## src/rtl/flash_arbiter.sv

```systemverilog
// Two-requester read arbiter in front of the single flash Avalon-MM read port; one read outstanding at a time.
// Latency: request in IDLE -> flash_mem_read next cycle; readdatavalid is forwarded combinationally in its arrival cycle.
// Backpressure: flash_mem_waitrequest extends ISSUE indefinitely; the losing requester is held with waitrequest high.
//
// Ports:
//   clk, rst_n                  system clock, synchronous active-low reset
//   rN_read / rN_address        requester N read strobe and word address (held until rN_waitrequest is low)
//   rN_waitrequest              low for exactly one cycle when requester N's read is accepted by flash
//   rN_readdatavalid/readdata   one-cycle data pulse, routed only to the requester that issued the read
//   flash_mem_*                 master side toward the flash read port
//   busy                        high whenever a transaction is in progress
//
// Build option: define FLASH_ARB_RR_EN for round-robin between the two requesters;
// otherwise r0 has fixed priority.
module flash_arbiter #(
    parameter int ADDR_W = 23,
    parameter int DATA_W = 32
) (
    input  logic              clk,
    input  logic              rst_n,
    input  logic              r0_read,
    input  logic [ADDR_W-1:0] r0_address,
    output logic              r0_waitrequest,
    output logic              r0_readdatavalid,
    output logic [DATA_W-1:0] r0_readdata,
    input  logic              r1_read,
    input  logic [ADDR_W-1:0] r1_address,
    output logic              r1_waitrequest,
    output logic              r1_readdatavalid,
    output logic [DATA_W-1:0] r1_readdata,
    output logic              flash_mem_read,
    output logic [ADDR_W-1:0] flash_mem_address,
    input  logic              flash_mem_waitrequest,
    input  logic [DATA_W-1:0] flash_mem_readdata,
    input  logic              flash_mem_readdatavalid,
    output logic              busy
);

    typedef enum logic [1:0] {
        ST_IDLE      = 2'd0,
        ST_ISSUE     = 2'd1,
        ST_WAIT_DATA = 2'd2
    } state_t;

    state_t              r_state;
    state_t              w_state_nxt;
    logic                r_grant;      // requester owning the current transaction
    logic                w_grant_nxt;
    logic                r_last;       // requester served most recently
    logic                w_last_nxt;
    logic [ADDR_W-1:0]   r_addr;
    logic [ADDR_W-1:0]   w_addr_nxt;
    logic                w_win;        // arbitration winner, meaningful only when some read is high

    // Winner selection. With only one requester active it simply wins;
    // the policy only matters when both are requesting.
    always_comb begin
`ifdef FLASH_ARB_RR_EN
        if (r0_read && r1_read) begin
            w_win = ~r_last;
        end else begin
            w_win = ~r0_read;
        end
`else
        w_win = ~r0_read;
`endif
    end

    always_ff @(posedge clk) begin
        if (!rst_n) begin
            r_state <= ST_IDLE;
            r_grant <= 1'b0;
            r_last  <= 1'b1;   // so r0 is the first round-robin winner
            r_addr  <= '0;
        end else begin
            r_state <= w_state_nxt;
            r_grant <= w_grant_nxt;
            r_last  <= w_last_nxt;
            r_addr  <= w_addr_nxt;
        end
    end

    always_comb begin
        w_state_nxt      = r_state;
        w_grant_nxt      = r_grant;
        w_last_nxt       = r_last;
        w_addr_nxt       = r_addr;
        flash_mem_read   = 1'b0;
        r0_waitrequest   = 1'b1;
        r1_waitrequest   = 1'b1;
        r0_readdatavalid = 1'b0;
        r1_readdatavalid = 1'b0;

        case (r_state)
            ST_IDLE: begin
                // Late or stray flash data is dropped here simply by not forwarding it.
                if (r0_read || r1_read) begin
                    w_grant_nxt = w_win;
                    w_addr_nxt  = w_win ? r1_address : r0_address;
                    w_state_nxt = ST_ISSUE;
                end
            end
            ST_ISSUE: begin
                flash_mem_read = 1'b1;
                if (!flash_mem_waitrequest) begin
                    // The owner's waitrequest mirrors the flash acceptance in the same cycle.
                    r0_waitrequest = r_grant;
                    r1_waitrequest = ~r_grant;
                    w_state_nxt    = ST_WAIT_DATA;
                end
            end
            ST_WAIT_DATA: begin
                if (flash_mem_readdatavalid) begin
                    r0_readdatavalid = ~r_grant;
                    r1_readdatavalid = r_grant;
                    w_last_nxt       = r_grant;
                    w_state_nxt      = ST_IDLE;
                end
            end
            default: begin
                w_state_nxt = ST_IDLE;
            end
        endcase
    end

    assign flash_mem_address = r_addr;
    assign r0_readdata       = flash_mem_readdata;
    assign r1_readdata       = flash_mem_readdata;
    assign busy              = (r_state != ST_IDLE);

endmodule

```

## config.mk

```make
export PLATFORM = sky130hd
export DESIGN_NAME = flash_arbiter
export DESIGN_NICKNAME = d
export VERILOG_FILES = /design/src/rtl/flash_arbiter.sv
export SDC_FILE = /design/constraint.sdc
export NUM_CORES = 1
export LEC_CHECK = 0
export ABC_AREA = 0
export CAP_MARGIN = 20
export CORE_ASPECT_RATIO = 1.4
export CORE_MARGIN = 3
export CORE_UTILIZATION = 27
export CTS_CLUSTER_SIZE = 20
export DETAILED_ROUTE_END_ITERATION = 7
export HOLD_SLACK_MARGIN = 0.12
export MAX_ROUTING_LAYER = met4
export PLACE_DENSITY_LB_ADDON = 0.12
export SETUP_SLACK_MARGIN = 0.4
export SLEW_MARGIN = 20
export SYNTH_ARGS = -nofsm -noshare
export SYNTH_HDL_FRONTEND = slang
export SYNTH_SLANG_ARGS = --single-unit
```

## constraint.sdc

```tcl
create_clock -name clk -period 1.3 [get_ports clk]
set_input_delay 0.195 -clock clk [delete_from_list [all_inputs] [get_ports clk]]
set_output_delay 0.195 -clock clk [all_outputs]
set_load 0.02 [all_outputs]
```

==> results of run 1 <==
==> cell families after synthesis <==
group	after synthesis	share of synthesized area, %
AND/OR/NAND/NOR	13	3.88
buffers and inverters	80	31.7
flip-flops	26	28.8
multiplexers	23	12.7
AO/OA/AOI/OAI	50	22.9
==> Yosys cell counts <==
cell	count
buf_4	64
and3_1	1
clkbuf_1	6
inv_2	2
a211oi_2	20
dfxtp_1	26
inv_1	1
a22oi_1	1
nor2_1	4
mux2i_1	23
and2_4	1
or2_1	1
a21oi_1	25
nor3b_1	1
buf_6	4
a211oi_1	4
buf_2	2
nand2b_1	1
buf_1	1
nand2_1	2
nor2b_1	2
==> per-layer routing <==
| layer | GRT usage (%) |
|---|---|
| met5 | - |
| met4 | 8.08 |
| met3 | 1.95 |
| met2 | 23.1 |
| met1 | 15.2 |
==> through the flow <==
stage | std cells | instance area (um^2) | setup WS (ns)
5_1_grt | 294 | 2610 | -0.0937
3_3_place_gp | 280 | 2290 | -0.404
3_5_place_dp | 280 | 2290 | -0.416
2_1_floorplan | 192 | 1900 | 0.0301
4_1_cts | 290 | 2490 | -0.0417
==> what timing repair did <==
item,CTS,global route
gates cloned,3,1
setup buffers,3,3
endpoints found under the setup margin,55,55
gates resized for setup,207,17
pin swaps,6,3
==> impl_metrics.ini, run 1 <==
[run_status]
status = did not finish
failing_step = detailed routing (5_2_route)
error_line = [ERROR DRT-0255] Maze Route cannot find path of net flash_mem_readdata[4] in worker of routeBox ( 48300 0 ) ( 75135 48300 ).

[synth]
yosysTopAreaCellShare_pct = 28.8
synth_cell_types = 21
syn_inst = 192
synth_fp_nets = 276
synth_area_leaders = dfxtp_1 29%, buf_4 27%, a211oi_2 14%, mux2i_1 13%, a21oi_1 6.9%
yosysWarningCount = 0
syn_area_per_cell_um2 = 9.41
synth_top_area_cell = dfxtp_1
synth_seq_area_share_pct = 28.8
netlist_area_um2 = 1810
synth-seq-cells = 26

[floorplanning]
start_util_pct = 28.5
die_w_um = 75.1
io_pins = 177
die_h_um = 103
rows = 34

[global_route]
grt_pass1_wl_um = 8020
grt-ovfl-total = 0
grt_use_total_pct = 13.8
antenna_found_initial = 0
grt_max_degree = 27
first_global_vias = 1604

[clocking]
cts_max_path_buffers = 2
cts_sinks = 26
cts-buffers-inserted = 3
htreeDepth = 1
hold_buffers = 0
root_buffer = clkbuf_8

[placement]
portBuffers = 80
gp_congestion = 0.702
dp_hpwl_um = 3660

[sta]
worst_path_end_type = top-level output
worst_endpoint = r0_waitrequest
==> run 2: changes to the inputs <==
CORE_ASPECT_RATIO = unset   (was 1.4)
CORE_UTILIZATION = 20   (was 27)
CTS_CLUSTER_SIZE = unset   (was 20)
HOLD_SLACK_MARGIN = unset   (was 0.12)
MAX_ROUTING_LAYER = unset   (was met4)
PLACE_DENSITY_LB_ADDON = 0.15   (was 0.12)
SETUP_SLACK_MARGIN = unset   (was 0.4)
clock period = 1.69 ns   (was 1.3 ns; I/O delays follow)
==> impl_metrics.ini, run 2 <==
[floorplanning]
rows = 34
die_h_um = 101
core_um2 = 8760
die-area_um2 = 10200
start_util_pct = 20.6
die_w_um = 101
io_pins = 177

[sta]
timing.fmax_mhz = 621
finalSetupViolCount = 0
hold_violations = 0
tightestPinTransition_ns = 0.219
clock_skew_ns = 0.00417
period_minus_slack_ns = 1.61
slew_violations = 0
hold_slack_ns = 0.456
fin_crit_sh_pct = 95.3
relSlewSlack_pct = 85.0
setup_tns_ns = 0
rsz0062_at_grt = false

[worst_setup_path]
cp-start-kind = register
cp.required_ns = 1.44
critPathKind = register to primary output
endpoint_kind = primary output
crit_start = r_state[1]
r2r_slack_ns = 0.26
r2r_start = r_state[1]
cp_max_fo = 3
cp.arrival_ns = 1.36

[drt]
viasPerCell = 4.20
drc = 0
wl_per_cell_um = 16.1
drtPass1Iterations = 3
drt_iter0_drc = 15
vias = 1335
postRouteAntennaNets = 0
routed_wl_um = 5130

[final_layout]
diodes = 0
synthToLayoutAreaGrowth_pct = 27.4
fin_util_pct = 26.3
finalNetCount = 296
drive_gt1_share_pct = 20.0
fillers = 959
register_area_um2 = 522
multi_input_area_um2 = 724
largest_register_ffs = 23
mostFrequentLayoutCells = 73 x clkdlybuf4s50_1, 25 x a21oi_1, 25 x dfxtp_1
layout_commonest_cell = clkdlybuf4s50_1

[global_route]
first_global_vias = 1351
grt_pass1_wl_um = 7510
grt_use_met2_pct = 15.2
met3_usage_pct = 2.56
grt-busiest-layer = met2
antenna_found_initial = 0
grt_use_total_pct = 9.40
grt-ovfl-total = 0
grt_max_degree = 24
grt_util_met1_pct = 11.1

[pwr]
leakagePower_nw = 0.887
vdd_drop_max_uv = 251
powerDensity_nw_per_um2 = 767

[clocking]
cts_tree = built
root_buffer = clkbuf_8
htreeDepth = 1
cts_max_path_buffers = 2
post_cts_buffers = 0
hold_buffers = 0
clk_pin_slew_worst_paths_ns = 0.09
clkLatencyLatePin_ns = 0.27
cts-buffers-inserted = 3
cts_sinks = 26

[placement]
gp_congestion = 0.692
portBuffers = 80
dp_hpwl_um = 3850

[synth]
synthArstFlopShare_pct = 0
synth_fp_nets = 276
synth_common_cells = 64 x buf_4, 26 x dfxtp_1, 25 x a21oi_1
synth_area_leaders = dfxtp_1 29%, buf_4 27%, a211oi_2 14%, mux2i_1 13%, a21oi_1 6.9%
syn_inst = 192
synth_cell_types = 21
netlist_area_um2 = 1810
yosysTopAreaCellShare_pct = 28.8
syn_area_per_cell_um2 = 9.41
yosysWarningCount = 0
synth-seq-cells = 26
synth-edff-count = 0
synth_top_area_cell = dfxtp_1
synth_seq_area_share_pct = 28.8
synth_ff_type = dfxtp_1
yosysMostFrequentCell = buf_4

[run_status]
status = finished, final reports clean

[hold_path]
hp-class = input port to register
hp-start = r0_read

[job]
cap_violations = 0
## run 2: cell counts after synthesis
No cell type changed its count.
## run 2: stage by stage
step,cell area [um^2],worst slack (ns),power [W],cells
2_1_floorplan,1810,0.327,0.00132,192
3_3_place_gp,2260,-0.172,0.00144,314
3_5_place_dp,2260,-0.179,0.00143,314
4_1_cts,2290,0.0202,0.00182,317
5_1_grt,2300,0.00776,0.00187,318
6_report,2300,0.0791,0.00177,318
## run 2: worst max-delay path, cell delays in order (launching register included)
cell           delay (ns)
dfxtp_1              0.36
nor2b_1              0.21
and3_1               0.18
dlygate4sd2_1        0.34
## run 2: final cells by class
type / instances / share of cell area, %
Sequential cell: 26 / 22.7
Timing Repair Buffer: 91 / 37.7
Clock buffer: 3 / 1.79
Tap cell: 108 / 5.87
Multi-Input combinational cell: 87 / 31.5
Inverter: 3 / 0.489
## run 2: per-layer routing
metal,part of all wire [%],routed length (um)
met5,0,0
met3,9.6,493
met4,3.8,197
met1,40,2060
met2,46,2380
## run 2: final timing paths
path / endpoint / cells past startpoint
setup / recovery: r1_readdatavalid / 3
hold / removal: r_grant / 3
hold reg to reg: flash_mem_address[2] / 2
setup reg to reg: flash_mem_address[3] / 5
## run 2: power by group
part	leakage [nW]	internal, W	switching [W]
Sequential	0.216	0.000685	0.0000388
Clock	0.0216	0.000160	0.000196
Combinational	0.649	0.000353	0.000332
## run 2: repair_timing
action | 4_1_cts | 5_1_grt
gates cloned | 0 | 1
resized for setup | 6 | 5
pin swaps | 0 | 1
hold endpoints to repair | 0 | 0
endpoints found under the setup margin | 6 | 25
## run 2: cells by family after synthesis
| kind of cell | Yosys count | share of synthesized area (%) |
|---|---|---|
| AND/OR/NAND/NOR | 13 | 3.88 |
| buffers and inverters | 80 | 31.7 |
| multiplexers | 23 | 12.7 |
| flip-flops | 26 | 28.8 |
| AO/OA/AOI/OAI | 50 | 22.9 |
Note: power is estimated with default switching activity, not from simulation.
